<file path="src/rtl/dsp_path_sequencer_pkg.sv">
// Shared definitions for the dsp output-path sequencer.
//   - path encodings carried on selector / active_sel
//   - sequencer state encoding (also exported for observation)
//   - default fade, settle and debounce constants
package dsp_path_sequencer_pkg;

   localparam logic [1:0] PATH_DRY     = 2'b00;
   localparam logic [1:0] PATH_FIR     = 2'b01;
   localparam logic [1:0] PATH_ECHO    = 2'b10;
   localparam logic [1:0] PATH_ILLEGAL = 2'b11;

   typedef enum logic [1:0] {
      IDLE     = 2'd0,
      FADE_OUT = 2'd1,
      SETTLE   = 2'd2,
      FADE_IN  = 2'd3
   } state_t;

   localparam int DEFAULT_WIDTH         = 16;
   localparam int DEFAULT_FADE_LOG2     = 6;
   localparam int DEFAULT_SETTLE_CYCLES = 16;
   localparam int DEFAULT_STABLE_CNT    = 4;

   // True for the three routable paths; 11 is never a valid request.
   function automatic logic is_legal_path(input logic [1:0] sel);
      return sel != PATH_ILLEGAL;
   endfunction

endpackage

</file>
<file path="src/rtl/dsp_path_sequencer_if.sv">
// Bus between the sample sources and the path sequencer.
// All streams are free-running, one sample per sample_clock edge; there is
// no valid/ready flow control, every sample present at an edge is consumed.
//   selector      : requested path (master -> sequencer)
//   dry/fir/echo  : candidate sample streams (master -> sequencer)
//   output_sample : gain-scaled sample of the active path (sequencer -> master)
//   active_sel    : path currently routed to output_sample
//   busy          : sequencer is not in IDLE
//   state         : sequencer state, exported for observation
interface dsp_path_sequencer_if
   import dsp_path_sequencer_pkg::*;
#(
   parameter int WIDTH = DEFAULT_WIDTH
);
   logic [1:0]       selector;
   logic [WIDTH-1:0] dry_sample;
   logic [WIDTH-1:0] fir_sample;
   logic [WIDTH-1:0] echo_sample;
   logic [WIDTH-1:0] output_sample;
   logic [1:0]       active_sel;
   logic             busy;
   state_t           state;

   modport master (
      output selector, dry_sample, fir_sample, echo_sample,
      input  output_sample, active_sel, busy, state
   );

   modport slave (
      input  selector, dry_sample, fir_sample, echo_sample,
      output output_sample, active_sel, busy, state
   );
endinterface

</file>
<file path="src/rtl/dsp_gain_scaler.sv">
// Registered gain stage: signed sample times unsigned gain, arithmetic shift
// right by SHIFT (floor rounding), truncated to WIDTH.
// With gain == 2^SHIFT the output equals the input exactly.
//   clk, rst_n  : clock, asynchronous active-low reset (output clears to 0)
//   sample_in   : two's complement sample
//   gain        : unsigned gain, 2^SHIFT is unity
//   sample_out  : scaled sample, one clock after sample_in/gain
module dsp_gain_scaler #(
   parameter int WIDTH     = 16,
   parameter int GAIN_BITS = 7,
   parameter int SHIFT     = 6
) (
   input  logic                 clk,
   input  logic                 rst_n,
   input  logic [WIDTH-1:0]     sample_in,
   input  logic [GAIN_BITS-1:0] gain,
   output logic [WIDTH-1:0]     sample_out
);
   localparam int PW = WIDTH + GAIN_BITS + 1;

   logic signed [PW-1:0] sample_ext;
   logic signed [PW-1:0] gain_ext;
   logic signed [PW-1:0] product;
   logic                 unused_product_bits;

   // Gain is zero-extended before the signed multiply so it never reads negative.
   assign sample_ext = PW'($signed(sample_in));
   assign gain_ext   = PW'($signed({1'b0, gain}));
   assign product    = sample_ext * gain_ext;

   // Taking bits [SHIFT +: WIDTH] is the arithmetic shift plus truncation.
   assign unused_product_bits = ^{product[PW-1:SHIFT+WIDTH], product[SHIFT-1:0]};

   always_ff @(posedge clk or negedge rst_n) begin
      if (!rst_n) begin
         sample_out <= '0;
      end else begin
         sample_out <= product[SHIFT +: WIDTH];
      end
   end
endmodule

</file>
<file path="src/rtl/dsp_path_sequencer.sv">
// Click-free selector for the dry / FIR / echo output streams.
// A debounced path request fades the current path out, switches the mux,
// holds zero gain while the new path's pipeline settles, then fades in.
// A reversed request mid-fade turns the fade around without a gain jump.
//   sample_clock : sample-rate clock
//   reset        : asynchronous active-low reset
//   bus          : selector and sample inputs; scaled output, active_sel,
//                  busy and state outputs
module dsp_path_sequencer
   import dsp_path_sequencer_pkg::*;
#(
   parameter int WIDTH         = DEFAULT_WIDTH,
   parameter int FADE_LOG2     = DEFAULT_FADE_LOG2,
   parameter int SETTLE_CYCLES = DEFAULT_SETTLE_CYCLES,
   parameter int STABLE_CNT    = DEFAULT_STABLE_CNT
) (
   input logic                 sample_clock,
   input logic                 reset,
   dsp_path_sequencer_if.slave bus
);
   localparam int GW = FADE_LOG2 + 1;
   localparam logic [GW-1:0] GAIN_FULL = GW'(2 ** FADE_LOG2);
   localparam logic [GW-1:0] GAIN_ONE  = GW'(1);

   localparam int CW = $clog2(STABLE_CNT + 1);
   localparam logic [CW-1:0] STABLE_MAX = CW'(STABLE_CNT);

   localparam int SW = $clog2(SETTLE_CYCLES + 1);
   localparam logic [SW-1:0] SETTLE_LAST = SW'(SETTLE_CYCLES - 1);

   // ---------------- selector debounce ----------------
   logic [1:0]    prev_sel;
   logic [CW-1:0] stable_cnt;
   logic [CW-1:0] stable_cnt_next;
   logic          accept;
   logic [1:0]    target;
   logic [1:0]    target_next;

   // A request is taken on the edge that sees the STABLE_CNT-th identical
   // sample, so the updated count is what gets compared.
   always_comb begin
      stable_cnt_next = stable_cnt;
      if (bus.selector != prev_sel) begin
         stable_cnt_next = CW'(1);
      end else if (stable_cnt != STABLE_MAX) begin
         stable_cnt_next = stable_cnt + CW'(1);
      end
      accept      = (stable_cnt_next == STABLE_MAX) && is_legal_path(bus.selector)
                    && (bus.selector != target);
      target_next = accept ? bus.selector : target;
   end

   always_ff @(posedge sample_clock or negedge reset) begin
      if (!reset) begin
         prev_sel   <= PATH_DRY;
         stable_cnt <= '0;
      end else begin
         prev_sel   <= bus.selector;
         stable_cnt <= stable_cnt_next;
      end
   end

   // ---------------- sequencer FSM ----------------
   state_t        state;
   logic [GW-1:0] gain;
   logic [1:0]    active_sel;
   logic [SW-1:0] settle_cnt;
   logic          busy;

   // Decisions use target_next so a request accepted on this edge takes
   // effect immediately (including the switch at the bottom of a fade).
   always_ff @(posedge sample_clock or negedge reset) begin
      if (!reset) begin
         state      <= IDLE;
         gain       <= GAIN_FULL;
         active_sel <= PATH_DRY;
         target     <= PATH_DRY;
         settle_cnt <= '0;
         busy       <= 1'b0;
      end else begin
         target <= target_next;
         case (state)
            IDLE: begin
               gain <= GAIN_FULL;
               if (target_next != active_sel) begin
                  state <= FADE_OUT;
                  busy  <= 1'b1;
               end
            end
            FADE_OUT: begin
               if (target_next == active_sel) begin
                  // Request reversed: climb back from the current gain.
                  state <= FADE_IN;
               end else if (gain <= GAIN_ONE) begin
                  gain       <= '0;
                  active_sel <= target_next;
                  settle_cnt <= '0;
                  state      <= SETTLE;
               end else begin
                  gain <= gain - GAIN_ONE;
               end
            end
            SETTLE: begin
               gain <= '0;
               if (settle_cnt == SETTLE_LAST) begin
                  state <= FADE_IN;
               end else begin
                  settle_cnt <= settle_cnt + SW'(1);
               end
            end
            FADE_IN: begin
               if (target_next != active_sel) begin
                  // New destination while fading in: head back down from here.
                  state <= FADE_OUT;
               end else if (gain >= GAIN_FULL - GAIN_ONE) begin
                  gain  <= GAIN_FULL;
                  state <= IDLE;
                  busy  <= 1'b0;
               end else begin
                  gain <= gain + GAIN_ONE;
               end
            end
            default: begin
               state <= IDLE;
               busy  <= 1'b0;
            end
         endcase
      end
   end

   // ---------------- datapath ----------------
   logic [WIDTH-1:0] path_sample;

   always_comb begin
      case (active_sel)
         PATH_FIR:  path_sample = bus.fir_sample;
         PATH_ECHO: path_sample = bus.echo_sample;
         default:   path_sample = bus.dry_sample;
      endcase
   end

   dsp_gain_scaler #(
      .WIDTH     (WIDTH),
      .GAIN_BITS (GW),
      .SHIFT     (FADE_LOG2)
   ) u_scaler (
      .clk        (sample_clock),
      .rst_n      (reset),
      .sample_in  (path_sample),
      .gain       (gain),
      .sample_out (bus.output_sample)
   );

   assign bus.active_sel = active_sel;
   assign bus.busy       = busy;
   assign bus.state      = state;
endmodule

</file>
<file path="src/flat_wrapper.sv">
// flat-port wrapper written by rule: the top's interface ports become plain ports
module dsp_path_sequencer_flat import dsp_path_sequencer_pkg::*;
#(
   parameter int WIDTH         = DEFAULT_WIDTH,
   parameter int FADE_LOG2     = DEFAULT_FADE_LOG2,
   parameter int SETTLE_CYCLES = DEFAULT_SETTLE_CYCLES,
   parameter int STABLE_CNT    = DEFAULT_STABLE_CNT
)
  (sample_clock, reset, bus_selector, bus_dry_sample, bus_fir_sample, bus_echo_sample, bus_output_sample, bus_active_sel, bus_busy, bus_state);
  dsp_path_sequencer_if #(.WIDTH(WIDTH)) bus_i ();
  input logic sample_clock;
  input logic reset;
  input wire logic [$bits(bus_i.selector)-1:0] bus_selector;
  input wire logic [$bits(bus_i.dry_sample)-1:0] bus_dry_sample;
  input wire logic [$bits(bus_i.fir_sample)-1:0] bus_fir_sample;
  input wire logic [$bits(bus_i.echo_sample)-1:0] bus_echo_sample;
  output wire logic [$bits(bus_i.output_sample)-1:0] bus_output_sample;
  output wire logic [$bits(bus_i.active_sel)-1:0] bus_active_sel;
  output wire logic [$bits(bus_i.busy)-1:0] bus_busy;
  output wire logic [$bits(bus_i.state)-1:0] bus_state;
  assign bus_i.selector = bus_selector;
  assign bus_i.dry_sample = bus_dry_sample;
  assign bus_i.fir_sample = bus_fir_sample;
  assign bus_i.echo_sample = bus_echo_sample;
  assign bus_output_sample = bus_i.output_sample;
  assign bus_active_sel = bus_i.active_sel;
  assign bus_busy = bus_i.busy;
  assign bus_state = bus_i.state;
  dsp_path_sequencer #(.WIDTH(WIDTH), .FADE_LOG2(FADE_LOG2), .SETTLE_CYCLES(SETTLE_CYCLES), .STABLE_CNT(STABLE_CNT)) u_core (.sample_clock(sample_clock), .reset(reset), .bus(bus_i));
endmodule
</file>
<file path="config.mk">
export PLATFORM = sky130hd
export DESIGN_NAME = dsp_path_sequencer_flat
export DESIGN_NICKNAME = d
export VERILOG_FILES = /design/src/rtl/dsp_path_sequencer_pkg.sv /design/src/rtl/dsp_path_sequencer_if.sv /design/src/rtl/dsp_gain_scaler.sv /design/src/rtl/dsp_path_sequencer.sv /design/src/flat_wrapper.sv
export SDC_FILE = /design/constraint.sdc
export NUM_CORES = 1
export LEC_CHECK = 0
export CAP_MARGIN = 0
export CORE_MARGIN = 5
export CORE_UTILIZATION = 50
export CTS_BUF_LIST = sky130_fd_sc_hd__clkbuf_4
export CTS_CLUSTER_SIZE = 8
export DETAILED_ROUTE_END_ITERATION = 8
export PLACE_DENSITY = 0.81
export SLEW_MARGIN = 10
export SYNTH_ARGS = -nofsm -noshare
export SYNTH_HDL_FRONTEND = slang
export SYNTH_HIERARCHICAL = 1
export SYNTH_SLANG_ARGS = --single-unit
</file>
<file path="constraint.sdc">
create_clock -name sample_clock -period 14.3 [get_ports sample_clock]
set_input_delay 2.86 -clock sample_clock [delete_from_list [all_inputs] [get_ports sample_clock]]
set_output_delay 2.86 -clock sample_clock [all_outputs]
set_load 0.02 [all_outputs]
</file>
---- After elaboration in Yosys (flattened, before gate mapping) ----
Cells that the tools add are included.
word-level totals
  flip-flop bits (word level) ............. 40
  input bits .............................. 52
  output and inout port bits .............. 21
  logic and storage cells ................. 73
operators by class
  add/subtract/negate cells ............... 4
  multiply operators ...................... 1
  order comparisons ....................... 2
  equal/unequal tests ..................... 22
  mux-type cells .......................... 24
  bitwise operators ....................... 1
  reduce and logical (&&, ||, !) cells .... 10
operator list
  operator             count
  $pmux 16 s2          1
  $mux 7               4
  $pmux 7 s4           1
  $mul 16x8->22        1
  $mux 5               3
  $mux 2               7
  $reduce_and 4->1     3
  $pmux 5 s2           1
  $ne 2x1->1 const B   4
  $ne 2x2->1 const B   4
  $pmux 2 s4           1
  $add 7x1->7 const B  1
  $ge 7x6->1 const B   1
  $le 7x1->1 const B   1
  $sub 7x1->7 const B  1
  $eq 2x2->1 const B   3
  $mux 3               2
  $ne 2x2->1           3
  $ne 3x1->1 const B   2
  $add 5x1->5 const B  1
  $eq 5x4->1 const B   1
  $eq 2x1->1 const B   2
  $reduce_bool 2->1    2
  $add 3x1->3 const B  1
  other kinds (10)     13

---- Depth between registers and ports, before layout ----
Gate-level depths: netlist of run 1.
  word-level depth ........................ 10
  depth in mapped cells ................... 23
  mapped depth without buffers ............ 21

---- Modules after synthesis ----
The synthesis of run 1 kept the hierarchy.
by module, submodules not included
  module              times used  cells an instance  area each (um2)  sequential area each (um2)
  dsp_gain_scaler     1           446                4146.5           400.4
  dsp_path_sequencer  1           236                2023.2           601.8

---- Worst setup path after synthesis of run 1 ----
No wires, ideal clock.
  path type ............................... in2reg
  start point ............................. in bus_echo_sample[6]
  end point ............................... reg u_core.u_scaler.sample_out[8]
  setup time .............................. 0.123 ns
  arrival ................................. 6.946 ns
  path slack .............................. 7.232 ns
  stages .................................. 17
  buffers on the path ..................... 0
  cell sequence ........................... a22oi_1 o21ai_1 nand2_1 fa_1 inv_1 fa_1 fa_1 inv_1 fa_1 inv_1 ha_1 a21oi_1 nand3_1 a221oi_2 and2b_1 nor3_1 nor2_1
between the ends
  word-level cells in the longest chain between the ends .. 2
ends and longest elaborated chain
  item                                   line                       RTL
  from (decl)                            flat_wrapper.sv:16         input wire logic [$bits(bus_i.echo_sample)-1:0] bus_echo_sample;
  $pmux 16 s2                            dsp_path_sequencer.sv:135  case (active_sel)
  named net u_core.path_sample[6]        dsp_path_sequencer.sv:132  logic [WIDTH-1:0] path_sample;
  $mul 16x8->22                          dsp_gain_scaler.sv:29      assign product = sample_ext * gain_ext;
  named net u_core.u_scaler.product[14]  dsp_gain_scaler.sv:23      logic signed [PW-1:0] product;
  to (signal assigned)                   dsp_gain_scaler.sv:38      sample_out <= product[SHIFT +: WIDTH];
  to (decl)                              dsp_gain_scaler.sv:17      output logic [WIDTH-1:0] sample_out
The timed path passes the listed nets, and every way through them passes these cells.
A chain may end at the register's enable or synchronous reset.

---- Worst setup path after layout of run 1 ----
  start point ............................. in bus_echo_sample[5]
  end point ............................... reg u_core.u_scaler.sample_out[8]
Same word-level chain as after synthesis.

==> impl_results.html, run 1 <==
<table>
<tr><th>Metric</th><th>Value</th></tr>
<tr><th colspan="2">Pwr</th></tr>
<tr><td>Worst supply voltage drop on vdd</td><td>around 170 uV</td></tr>
<tr><td>Static leakage power</td><td>~3.4 nW</td></tr>
<tr><td>P per Cell Area</td><td>239 nW/um^2</td></tr>
<tr><th colspan="2">Worst hold path</th></tr>
<tr><td>Hold wc startpoint</td><td>u_core/settle_cnt[4]</td></tr>
<tr><td>Cell depth of the worst hold path</td><td>2</td></tr>
<tr><td>HP Class</td><td>register to register</td></tr>
<tr><th colspan="2">STA</th></tr>
<tr><td>Final max-slew violation count</td><td>0</td></tr>
<tr><td>Crit path time final</td><td>approximately 7900 ps</td></tr>
<tr><td>Final worst clock skew</td><td>approximately 11 ps</td></tr>
<tr><td>Setup repair after global routing missed its margin</td><td>no</td></tr>
<tr><td>Fraction of the cycle the final worst path needs</td><td>a little under three fifths</td></tr>
<tr><td>Final Hold Violating Endpoints</td><td>0</td></tr>
<tr><td>Timing-limited maximum frequency</td><td>between 0.1 and 0.15 GHz</td></tr>
<tr><td>Transition time at the pin with the least slew margin</td><td>~970 ps</td></tr>
<tr><td>Min Hold Slack</td><td>529 ps</td></tr>
<tr><td>Setup Total Neg Slack</td><td>0 ps</td></tr>
<tr><td>Max-slew headroom at the worst pin</td><td>between 30% and 40%</td></tr>
<tr><td>Final Setup Violations</td><td>0</td></tr>
<tr><th colspan="2">Floorplan</th></tr>
<tr><td>Starting utilization of the core area</td><td>slightly above 50%</td></tr>
<tr><td>Standard cell core area</td><td>approximately 12000 um^2</td></tr>
<tr><td>IO Count</td><td>73</td></tr>
<tr><td>Die extent in x</td><td>between 100 and 150 um</td></tr>
<tr><td>Overall die height</td><td>between 100 and 150 um</td></tr>
<tr><td>Cell Rows</td><td>40</td></tr>
<tr><td>Die area</td><td>14700 um^2</td></tr>
<tr><th colspan="2">Clock tree</th></tr>
<tr><td>Cts-stage hold buffer count</td><td>0</td></tr>
<tr><td>Number of clock buffers inserted by TritonCTS</td><td>5</td></tr>
<tr><td>Root Driver</td><td>sky130_fd_sc_hd__clkbuf_4</td></tr>
<tr><td>CTS tree</td><td>yes</td></tr>
<tr><td>Longest Clk Path Bufs</td><td>2</td></tr>
<tr><td>Later-pin clock latency in the skew report</td><td>~360 ps</td></tr>
<tr><td>Resize count post-CTS</td><td>0</td></tr>
<tr><td>Clock-pin slew on the worst setup and hold paths</td><td>~110 ps</td></tr>
<tr><td>H-tree level count</td><td>2</td></tr>
<tr><td>Buffer count from post-CTS setup fixing</td><td>0</td></tr>
<tr><td>Number of sinks driven by the clock tree</td><td>40</td></tr>
<tr><th colspan="2">Critical path</th></tr>
<tr><td>Critical R2R Launch</td><td>u_core/bus.active_sel[0]</td></tr>
<tr><td>Critical path peak fanout</td><td>7</td></tr>
<tr><td>Critical path endpoint category</td><td>register</td></tr>
<tr><td>Worst R2R Path Depth</td><td>19</td></tr>
<tr><td>R2R setup slack</td><td>slightly below 8000 ps</td></tr>
<tr><td>Start-to-end type of the worst setup path</td><td>input pin to register</td></tr>
<tr><td>Launch point of the critical path</td><td>bus_echo_sample[5]</td></tr>
<tr><td>Critical Path RT</td><td>around 15000 ps</td></tr>
<tr><td>Arrival time of the worst setup path</td><td>around 8200 ps</td></tr>
<tr><td>Type of origin of the critical path</td><td>input pin</td></tr>
<tr><th colspan="2">Cells and area</th></tr>
<tr><td>Post-route cell area</td><td>7080 um^2</td></tr>
<tr><td>Final net count</td><td>929</td></tr>
<tr><td>Number of standard cells in the final layout excluding fillers</td><td>a little over 900</td></tr>
<tr><td>Ratio of cells with drive above 1 in the final layout</td><td>4.98%</td></tr>
<tr><td>Layout overhead on the synthesized area</td><td>14.8%</td></tr>
<tr><td>Core occupancy in the finished layout</td><td>approximately three fifths</td></tr>
<tr><th colspan="2">Logic synthesis</th></tr>
<tr><td>Post-synth top flop</td><td>sky130_fd_sc_hd__dfrtp_1</td></tr>
<tr><td>Syn Inst Count</td><td>682</td></tr>
<tr><td>Syn. warnings</td><td>6</td></tr>
<tr><td>Register bit total from synthesis</td><td>40</td></tr>
<tr><td>Top post-synthesis cells by area</td><td>sky130_fd_sc_hd__fa_1, sky130_fd_sc_hd__dfrtp_1, sky130_fd_sc_hd__ha_1</td></tr>
<tr><td>Seq/Total Area, Yosys</td><td>16.2%</td></tr>
<tr><td>Number of synthesized flops with an enable pin</td><td>0</td></tr>
<tr><td>Most frequent cell after synthesis</td><td>sky130_fd_sc_hd__inv_1</td></tr>
<tr><td>Library cell with the largest summed area after synthesis</td><td>sky130_fd_sc_hd__fa_1</td></tr>
<tr><td>Average size of a mapped cell</td><td>between 9 and 10 um^2</td></tr>
<tr><td>Unique masters post-synth</td><td>66</td></tr>
<tr><td>Post-synthesis instance area</td><td>between 6000 and 7000 um^2</td></tr>
<tr><td>Most used standard cells in the synthesized netlist</td><td>sky130_fd_sc_hd__inv_1, sky130_fd_sc_hd__and2_1, sky130_fd_sc_hd__fa_1</td></tr>
<tr><td>Area share of the largest cell type after synthesis</td><td>roughly 26%</td></tr>
<tr><td>Synthesized net count</td><td>869</td></tr>
<tr><td>Share of flip-flops with an asynchronous set or reset</td><td>between 90% and 100%</td></tr>
<tr><th colspan="2">Routing</th></tr>
<tr><td>Ratio of routed vias to standard cells</td><td>5.31</td></tr>
<tr><td>Residual antenna-violating net count after detailed routing</td><td>0</td></tr>
<tr><td>Detailed-router iteration count before antenna repair</td><td>4</td></tr>
<tr><td>Via count</td><td>4840</td></tr>
<tr><td>Average routed wire per standard cell</td><td>15.6 um</td></tr>
<tr><td>Total wire length</td><td>about 14 mm</td></tr>
<tr><td>Initial detailed-routing violation count</td><td>about 200</td></tr>
<tr><td>Number of remaining DRC errors</td><td>0</td></tr>
<tr><th colspan="2">Global routing</th></tr>
<tr><td>Initial antenna violation count</td><td>1</td></tr>
<tr><td>Vias in the first global route</td><td>5356</td></tr>
<tr><td>Leftover overflow at the end of global routing</td><td>0</td></tr>
<tr><td>Maximum number of pins on one net before global-route repair</td><td>41</td></tr>
<tr><td>All-layer global routing usage</td><td>about a fifth</td></tr>
<tr><td>Wire length of the first global-routing pass</td><td>~25 mm</td></tr>
<tr><th colspan="2">Placed design</th></tr>
<tr><td>Port-buffer cells</td><td>72</td></tr>
<tr><td>Final weighted congestion in routability-driven placement</td><td>approximately 0.86</td></tr>
<tr><td>Cells after DPL</td><td>between 900 and 1000</td></tr>
<tr><td>Cell area reported after detailed placement</td><td>7020 um^2</td></tr>
<tr><td>DPL Wire Length</td><td>between 10 and 15 mm</td></tr>
<tr><th colspan="2">Outcome</th></tr>
<tr><td>Result of the run</td><td>complete, no violations</td></tr>
<tr><th colspan="2">Run</th></tr>
<tr><td>MaxCap Viol Count</td><td>0</td></tr>
</table>
worst paths after layout:
kind                                                        to
max in group asynchronous       u_core/u_scaler/sample_out[14]
worst max register to register   u_core/u_scaler/sample_out[8]
worst min register to register            u_core/settle_cnt[4]
worst max-delay path             u_core/u_scaler/sample_out[8]
min in group asynchronous        u_core/u_scaler/sample_out[2]
worst min-delay path                      u_core/settle_cnt[4]
kinds of logic after synthesis:
group           after synthesis  share of synthesized area (%)
compound gates              109                           12.9
flops                        40                           16.2
buf+inv                     141                           8.64
simple gates                220                           18.9
mux                          13                           2.58
xor+xnor                     24                           3.65
fa+ha+maj                   135                           37.1
worst max-delay path: stages:
cell and delay [ps]:
sky130_fd_sc_hd__clkdlybuf4s50_1 450, sky130_fd_sc_hd__a22oi_1 80, sky130_fd_sc_hd__o21ai_1 510, sky130_fd_sc_hd__nand2_1 160, sky130_fd_sc_hd__fa_1 580, sky130_fd_sc_hd__inv_1 50, sky130_fd_sc_hd__fa_1 390, sky130_fd_sc_hd__fa_1 530
sky130_fd_sc_hd__inv_1 70, sky130_fd_sc_hd__fa_1 540, sky130_fd_sc_hd__inv_1 50, sky130_fd_sc_hd__ha_1 370, sky130_fd_sc_hd__a21oi_1 260, sky130_fd_sc_hd__nand3_1 200, sky130_fd_sc_hd__a221oi_2 610, sky130_fd_sc_hd__and2b_1 250
sky130_fd_sc_hd__nor3_1 160, sky130_fd_sc_hd__nor2_1 60
power by group:
part | switching (mW) | internal, mW | leakage (nW)
Clock | 0.0380 | 0.0209 | 0.0317
Sequential | 0.0660 | 0.167 | 0.506
Combinational | 0.828 | 0.574 | 2.91
cell type report:
type | instances | area [um^2]
Sequential cell | 40 | 1000
Antenna cell | 1 | 2.50
Multi-Input combinational cell | 501 | 4630
Inverter | 122 | 458
Tap cell | 168 | 210
Timing Repair Buffer | 72 | 716
Clock buffer | 6 | 45.0
Clock inverter | 2 | 12.5
Fill cell | 1041 | 4980
through the flow:
step | power, mW | setup slack, ps
3_3_place_gp | 1.56 | 6310
3_5_place_dp | 1.63 | 6080
4_1_cts | 1.70 | 6460
6_report | 1.69 | 6360
2_1_floorplan | 1.28 | 7230
5_1_grt | 1.92 | 6130
flip-flops by register name, indices dropped and copies added, names as in the netlist:
register and cells:
u_core/bus.active_sel 2, u_core/bus.busy 1, u_core/bus.state 2, u_core/gain 7, u_core/prev_sel 2, u_core/settle_cnt 5, u_core/stable_cnt 3, u_core/target 2
u_core/u_scaler/sample_out 16
routing by layer:
layer  GRT usage, %  vias to the layer above  share of wire, %
met5              0                        -                 0
met4           6.16                        0               1.9
met3           3.26                       24               3.9
met2           38.7                       98                54
met1           25.1                     2418                40
li1               -                     2300                 -
cells in the final DEF (no fill, tap or decap), drive strengths merged, types with 4 or more instances in the layout:
master           n
a211oi           4
a21oi           20
a22oi           19
and2            85
clkbuf           6
clkdlybuf4s50   71
dfrtp           39
fa              80
ha              55
inv            122
mux2             8
mux2i            5
nand2           63
nand2b           7
nand3            8
nand4            4
nor2            30
nor2b            5
nor3             5
o211ai           5
o21ai           33
xnor2           17
xor2             7
(Power assumes the default switching activity.)
==> run 2: changes to the inputs <==
--- a/config.mk
+++ b/config.mk
@@ -11,7 +11,7 @@
 export CTS_BUF_LIST = sky130_fd_sc_hd__clkbuf_4
 export CTS_CLUSTER_SIZE = 8
 export DETAILED_ROUTE_END_ITERATION = 8
-export PLACE_DENSITY = 0.81
+export PLACE_DENSITY = 0.83
 export SLEW_MARGIN = 10
 export SYNTH_ARGS = -nofsm -noshare
 export SYNTH_HDL_FRONTEND = slang
==> constraint.sdc (replaced) <==
create_clock -name sample_clock -period 7.3 [get_ports sample_clock]
set_input_delay 1.46 -clock sample_clock [delete_from_list [all_inputs] [get_ports sample_clock]]
set_output_delay 1.46 -clock sample_clock [all_outputs]
set_load 0.02 [all_outputs]
==> impl_results.html, run 2 (synthesis results as in run 1) <==
<table>
<tr><th>Metric</th><th>Value</th></tr>
<tr><th colspan="2">Clock tree</th></tr>
<tr><td>Clock-pin slew on the worst setup and hold paths</td><td>130 ps (+20 ps)</td></tr>
<tr><td>CTS tree</td><td>yes</td></tr>
<tr><td>Resize count post-CTS</td><td>0 (unchanged)</td></tr>
<tr><td>Later-pin clock latency in the skew report</td><td>380 ps (+20 ps)</td></tr>
<tr><td>Cts-stage hold buffer count</td><td>0 (unchanged)</td></tr>
<tr><td>Buffer count from post-CTS setup fixing</td><td>0 (unchanged)</td></tr>
<tr><td>Number of sinks driven by the clock tree</td><td>40 (unchanged)</td></tr>
<tr><td>H-tree level count</td><td>2 (unchanged)</td></tr>
<tr><td>Root Driver</td><td>sky130_fd_sc_hd__clkbuf_4</td></tr>
<tr><td>Number of clock buffers inserted by TritonCTS</td><td>5 (unchanged)</td></tr>
<tr><td>Longest Clk Path Bufs</td><td>2 (unchanged)</td></tr>
<tr><th colspan="2">Pwr</th></tr>
<tr><td>Worst supply voltage drop on vdd</td><td>366 uV (+120%)</td></tr>
<tr><td>Share of total power in the clock network</td><td>4.7% (+1.2 points)</td></tr>
<tr><td>P per Cell Area</td><td>467 nW/um^2 (+95%)</td></tr>
<tr><td>Total design power</td><td>3.32 mW (+96%)</td></tr>
<tr><td>Switch Pwr</td><td>1.80 mW (+93%)</td></tr>
<tr><td>Fraction of power consumed by combinational cells</td><td>81.7% (-1.1 points)</td></tr>
<tr><td>Static leakage power</td><td>3.46 nW (+0.29%)</td></tr>
<tr><td>Int Pwr</td><td>1.52 mW (+100%)</td></tr>
<tr><td>Part of the total power dissipated in sequential elements</td><td>13.7% (about the same)</td></tr>
<tr><td>Net switching share of the total power</td><td>54.2% (-0.80 points)</td></tr>
<tr><th colspan="2">Routing</th></tr>
<tr><td>Number of remaining DRC errors</td><td>0 (unchanged)</td></tr>
<tr><td>Detailed-router iteration count before antenna repair</td><td>4 (unchanged)</td></tr>
<tr><td>Initial detailed-routing violation count</td><td>190 (-4.5%)</td></tr>
<tr><td>Ratio of routed vias to standard cells</td><td>5.20 (-2.1%)</td></tr>
<tr><td>Average routed wire per standard cell</td><td>14.7 um (-5.7%)</td></tr>
<tr><td>Via count</td><td>4745 (-2.0%)</td></tr>
<tr><td>Total wire length</td><td>13.4 mm (-5.6%)</td></tr>
<tr><td>Residual antenna-violating net count after detailed routing</td><td>0 (unchanged)</td></tr>
<tr><th colspan="2">Global routing</th></tr>
<tr><td>Leftover overflow at the end of global routing</td><td>0 (unchanged)</td></tr>
<tr><td>Wire length of the first global-routing pass</td><td>23.2 mm (-7.1%)</td></tr>
<tr><td>Vias in the first global route</td><td>4984 (-6.9%)</td></tr>
<tr><td>Maximum number of pins on one net before global-route repair</td><td>41 (unchanged)</td></tr>
<tr><td>All-layer global routing usage</td><td>19.5% (-1.5 points)</td></tr>
<tr><td>Initial antenna violation count</td><td>0 (-1)</td></tr>
<tr><th colspan="2">Outcome</th></tr>
<tr><td>Result of the run</td><td>complete, no violations</td></tr>
<tr><th colspan="2">Placed design</th></tr>
<tr><td>Place WS</td><td>551 ps (-5530 ps)</td></tr>
<tr><td>DPL Wire Length</td><td>10.7 mm (-7.1%)</td></tr>
<tr><td>Port-buffer cells</td><td>72 (unchanged)</td></tr>
<tr><td>Cells after DPL</td><td>903 (unchanged)</td></tr>
<tr><td>Final weighted congestion in routability-driven placement</td><td>0.870 (+1.4%)</td></tr>
<tr><th colspan="2">Worst hold path</th></tr>
<tr><td>Hold wc startpoint</td><td>u_core/settle_cnt[4]</td></tr>
<tr><td>Cell depth of the worst hold path</td><td>2 (unchanged)</td></tr>
<tr><td>HP Class</td><td>register to register</td></tr>
<tr><td>Min-Delay Endpoint</td><td>u_core/settle_cnt[4]</td></tr>
<tr><th colspan="2">Floorplan</th></tr>
<tr><td>Starting utilization of the core area</td><td>51.2% (unchanged)</td></tr>
<tr><td>Cell Rows</td><td>40 (unchanged)</td></tr>
<tr><td>Overall die height</td><td>121 um (unchanged)</td></tr>
<tr><td>Die area</td><td>14700 um^2 (unchanged)</td></tr>
<tr><td>Standard cell core area</td><td>12100 um^2 (unchanged)</td></tr>
<tr><td>IO Count</td><td>73 (unchanged)</td></tr>
<tr><td>Die extent in x</td><td>121 um (unchanged)</td></tr>
<tr><th colspan="2">Critical path</th></tr>
<tr><td>Start-to-end type of the worst setup path</td><td>input pin to register</td></tr>
<tr><td>Critical R2R Launch</td><td>u_core/bus.active_sel[0]</td></tr>
<tr><td>Worst reg2reg endpoint</td><td>u_core/u_scaler/sample_out[15]</td></tr>
<tr><td>Critical path peak fanout</td><td>7 (unchanged)</td></tr>
<tr><td>R2R setup slack</td><td>1080 ps (-6860 ps)</td></tr>
<tr><td>Worst R2R Path Depth</td><td>19 (unchanged)</td></tr>
<tr><td>Critical Path RT</td><td>7590 ps (-6960 ps)</td></tr>
<tr><td>Type of origin of the critical path</td><td>input pin</td></tr>
<tr><td>Arrival time of the worst setup path</td><td>6670 ps (-1520 ps)</td></tr>
<tr><td>Critical path endpoint category</td><td>register</td></tr>
<tr><th colspan="2">STA</th></tr>
<tr><td>Fraction of the cycle the final worst path needs</td><td>slightly below 90%</td></tr>
<tr><td>Timing-limited maximum frequency</td><td>approximately 0.16 GHz</td></tr>
<tr><td>Max-slew headroom at the worst pin</td><td>36.2% (+1.1 points)</td></tr>
<tr><td>Crit path time final</td><td>between 6000 and 7000 ps</td></tr>
<tr><td>Final Hold Violating Endpoints</td><td>0 (unchanged)</td></tr>
<tr><td>Final worst clock skew</td><td>19.1 ps (+8.04 ps)</td></tr>
<tr><td>Final critical-path setup slack</td><td>915 ps (-5440 ps)</td></tr>
<tr><td>Final max-slew violation count</td><td>0 (unchanged)</td></tr>
<tr><td>Final Setup Violations</td><td>0 (unchanged)</td></tr>
<tr><td>Transition time at the pin with the least slew margin</td><td>957 ps (-17.1 ps)</td></tr>
<tr><td>Setup repair after global routing missed its margin</td><td>no</td></tr>
<tr><td>Setup Total Neg Slack</td><td>0 ps (unchanged)</td></tr>
<tr><th colspan="2">Cells and area</th></tr>
<tr><td>Flip-flop count of the largest register after layout</td><td>16 (unchanged)</td></tr>
<tr><td>Final net count</td><td>929 (unchanged)</td></tr>
<tr><td>Commonest non-fill, non-tap cells in the layout</td><td>sky130_fd_sc_hd__inv_1, sky130_fd_sc_hd__and2_1, sky130_fd_sc_hd__fa_1, sky130_fd_sc_hd__clkdlybuf4s50_1, sky130_fd_sc_hd__nand2_1</td></tr>
<tr><td>Layout overhead on the synthesized area</td><td>15.2%</td></tr>
<tr><td>Largest regs</td><td>u_core/u_scaler/sample_out x16, u_core/gain x7, u_core/settle_cnt x5</td></tr>
<tr><td>Ratio of cells with drive above 1 in the final layout</td><td>4.98% (unchanged)</td></tr>
<tr><td>Commonest non-fill, non-tap cell in the layout</td><td>sky130_fd_sc_hd__inv_1</td></tr>
<tr><td>Number of standard cells in the final layout excluding fillers</td><td>913 (+0.11%)</td></tr>
<tr><td>Register containing the most flip-flops in the final layout</td><td>u_core/u_scaler/sample_out</td></tr>
<tr><th colspan="2">Run</th></tr>
<tr><td>MaxCap Viol Count</td><td>0 (unchanged)</td></tr>
</table>
## run 2: cell types whose count changed in the layout (fill, tap and decap cells not counted)
cell,delta
sky130_fd_sc_hd__bufinv_16,+1
sky130_fd_sc_hd__clkbuf_4,-1
sky130_fd_sc_hd__clkinv_2,-1
sky130_fd_sc_hd__diode_2,+1
sky130_fd_sc_hd__inv_6,+1
## run 2: critical path, cell delays in order
cell	delay [ps]
sky130_fd_sc_hd__clkdlybuf4s50_1	460
sky130_fd_sc_hd__a22oi_1	90
sky130_fd_sc_hd__o21ai_1	410
sky130_fd_sc_hd__nand2_1	160
sky130_fd_sc_hd__fa_1	560
sky130_fd_sc_hd__inv_1	60
sky130_fd_sc_hd__fa_1	460
sky130_fd_sc_hd__fa_1	540
sky130_fd_sc_hd__inv_1	50
sky130_fd_sc_hd__fa_1	520
sky130_fd_sc_hd__inv_1	40
sky130_fd_sc_hd__ha_1	360
sky130_fd_sc_hd__a21oi_1	220
sky130_fd_sc_hd__nand3_1	170
sky130_fd_sc_hd__a221oi_2	610
sky130_fd_sc_hd__o21ai_2	170
sky130_fd_sc_hd__a21oi_2	190
sky130_fd_sc_hd__xnor2_1	130
## run 2: area by class of cell
cell class,count,area (um^2)
Fill cell,1061,4950
Multi-Input combinational cell,501,4630
Sequential cell,40,1000
Timing Repair Buffer,72,716
Inverter,122,458
Tap cell,168,210
Clock inverter,3,46.3
Clock buffer,5,37.5
Antenna cell,2,5.00
## run 2: layer usage
| metal | part of all wire [%] | global-route usage (%) | vias up |
|---|---|---|---|
| li1 | - | - | 2310 |
| met1 | 44 | 25.3 | 2313 |
| met2 | 50 | 33.4 | 89 |
| met3 | 3.1 | 3.12 | 33 |
| met4 | 2.7 | 6.16 | 0 |
| met5 | 0 | 0 | - |
## run 2: worst max-delay path by stage
stage,startpoint,endpoint,slack [ps],depth (start not counted)
CTS,bus_echo_sample[7],u_core/u_scaler/sample_out[15],940,18
global placement,bus_echo_sample[6],u_core/u_scaler/sample_out[8],720,18
detailed placement,bus_echo_sample[6],u_core/u_scaler/sample_out[15],550,18
global route,bus_echo_sample[7],u_core/u_scaler/sample_out[15],590,18
finish,bus_echo_sample[7],u_core/u_scaler/sample_out[15],920,18
floorplan,bus_echo_sample[6],u_core/u_scaler/sample_out[8],1630,17
## run 2: metrics by stage
step | hold WS [ps] | utilization [%] | instance area (um^2)
global route | 561 | 58.9 | 7100
detailed placement | 478 | 58.2 | 7020
CTS | 509 | 58.9 | 7100
global placement | 469 | 58.2 | 7020
floorplan | 456 | - | 6170
finish | 506 | 58.9 | 7110
## run 2: power groups by stage
stage	Clock (mW)	Combinational [mW]	Sequential, mW
after global routing	0.170	3.10	0.470
after global placement	0	2.62	0.456
after detailed placement	0	2.71	0.457
final	0.155	2.71	0.454
after CTS	0.160	2.74	0.454
after floorplan	0	2.05	0.460
==> RTL edit, RTL diff (config.mk and constraints of run 2) <==
`DEFAULT_FADE_LOG2`: 6 -> 7.
--- a/src/rtl/dsp_path_sequencer_pkg.sv
+++ b/src/rtl/dsp_path_sequencer_pkg.sv
@@ -17,7 +17,7 @@
    } state_t;
 
    localparam int DEFAULT_WIDTH         = 16;
-   localparam int DEFAULT_FADE_LOG2     = 6;
+   localparam int DEFAULT_FADE_LOG2     = 7;
    localparam int DEFAULT_SETTLE_CYCLES = 16;
    localparam int DEFAULT_STABLE_CNT    = 4;
 
Formal check against the unedited RTL: not equivalent (a bounded check fails within 10 cycles, from zero or initial values and one cycle with reset low).
==> RTL edit against run 2 <==
  * Setup slack worse by 0.025 ns
  * Synthesized area rose by 8.9%
  * Wire length rose by 14%
  * Final cell count grew 11%
  * Sequential cell count increased by 1
  * Cell area up 8.4%
Power is left out: the tool's default activity adds up to more than one toggle a clock period on the data nets, which glitch-free logic cannot reach.
==> RTL edit: results (changes against run 2) <==
metric	value	unit	change
run status	finished, final reports clean		unchanged
Synth Area in Adders	38.86	%	was 37.11%
first-pass GRT wire length	26580	µm	was 23240 µm
number of distinct library cells after synthesis	64		was 66
GRT Util Overall	20.17	%	was 19.51%
WHS Endpoint	u_core/settle_cnt[3]		was u_core/settle_cnt[4]
Regs by FF count	u_core/u_scaler/sample_out: 16 flops, u_core/gain: 8 flops, u_core/settle_cnt: 5 flops		was u_core/u_scaler/sample_out: 16 flops, u_core/gain: 7 flops, u_core/settle_cnt: 5 flops
met1 wire length	6372	µm	was 5888 µm
worst setup path startpoint	bus_echo_sample[15]		was bus_echo_sample[7]
Routability Congestion	0.8881		was 0.8700
actual transition at the worst max-transition pin	0.9653	ns	was 0.9573 ns
First DRT Iteration DRCs	273		was 190
grt met1 use	25.25	%	was 25.34%
post-synthesis area per instance	8.780	µm²	was 9.046 µm²
fillers	1132		was 1061
Synth Area in XOR/XNOR	3.260	%	was 3.650%
min-delay src	u_core/settle_cnt[3]		was u_core/settle_cnt[4]
routing usage on met3	2.794	%	was 3.124%
Synth area leaders	fa_1, dfrtp_1, ha_1, inv_1, and2_1		was fa_1, dfrtp_1, ha_1, and2_1, inv_1
Post-Route WL	15260	µm	was 13430 µm
Post-synth top cells	inv_1, nand2_1, fa_1, and2_1, ha_1		was inv_1, and2_1, fa_1, nand2_1, ha_1
Synth Net Count	968		was 869
placed cell count	1002		was 903
routed via count	5479		was 4745
largest stage delay on the critical path	0.73	ns	was 0.61 ns
M2 GR Usage	36.65	%	was 33.38%
Via density	5.419		was 5.197
## RTL edit: cell types whose count changed after synthesis, moves of 5 or more
cell / delta
inv_1: +35
fa_1: +16
nor2_1: -11
and3_1: +5
o21ai_0: +19
a21oi_1: +9
and2_1: -18
nand2_1: +38
o21ai_1: -18
## RTL edit: final cells by class
type                    count  area, µm²  share of cell area (%)
diodes                      1      2.502                 0.03246
multi-input cells         543       4999                   64.83
clock inverters             3      21.27                  0.2759
flip-flops and latches     41       1027                   13.32
repair buffers             85      813.3                   10.55
well taps                 176      220.2                   2.856
clock buffers               5      37.54                  0.4869
inverters                 157      589.3                   7.644
## RTL edit: kinds of logic after synthesis
kind of cell,count (synthesis)
muxes,11
adders and majority gates,151
AOI/OAI and AO/OA,127
xor gates and xnor gates,25
and+or+nand+nor,229
DFF,41
buffers and inverters,181
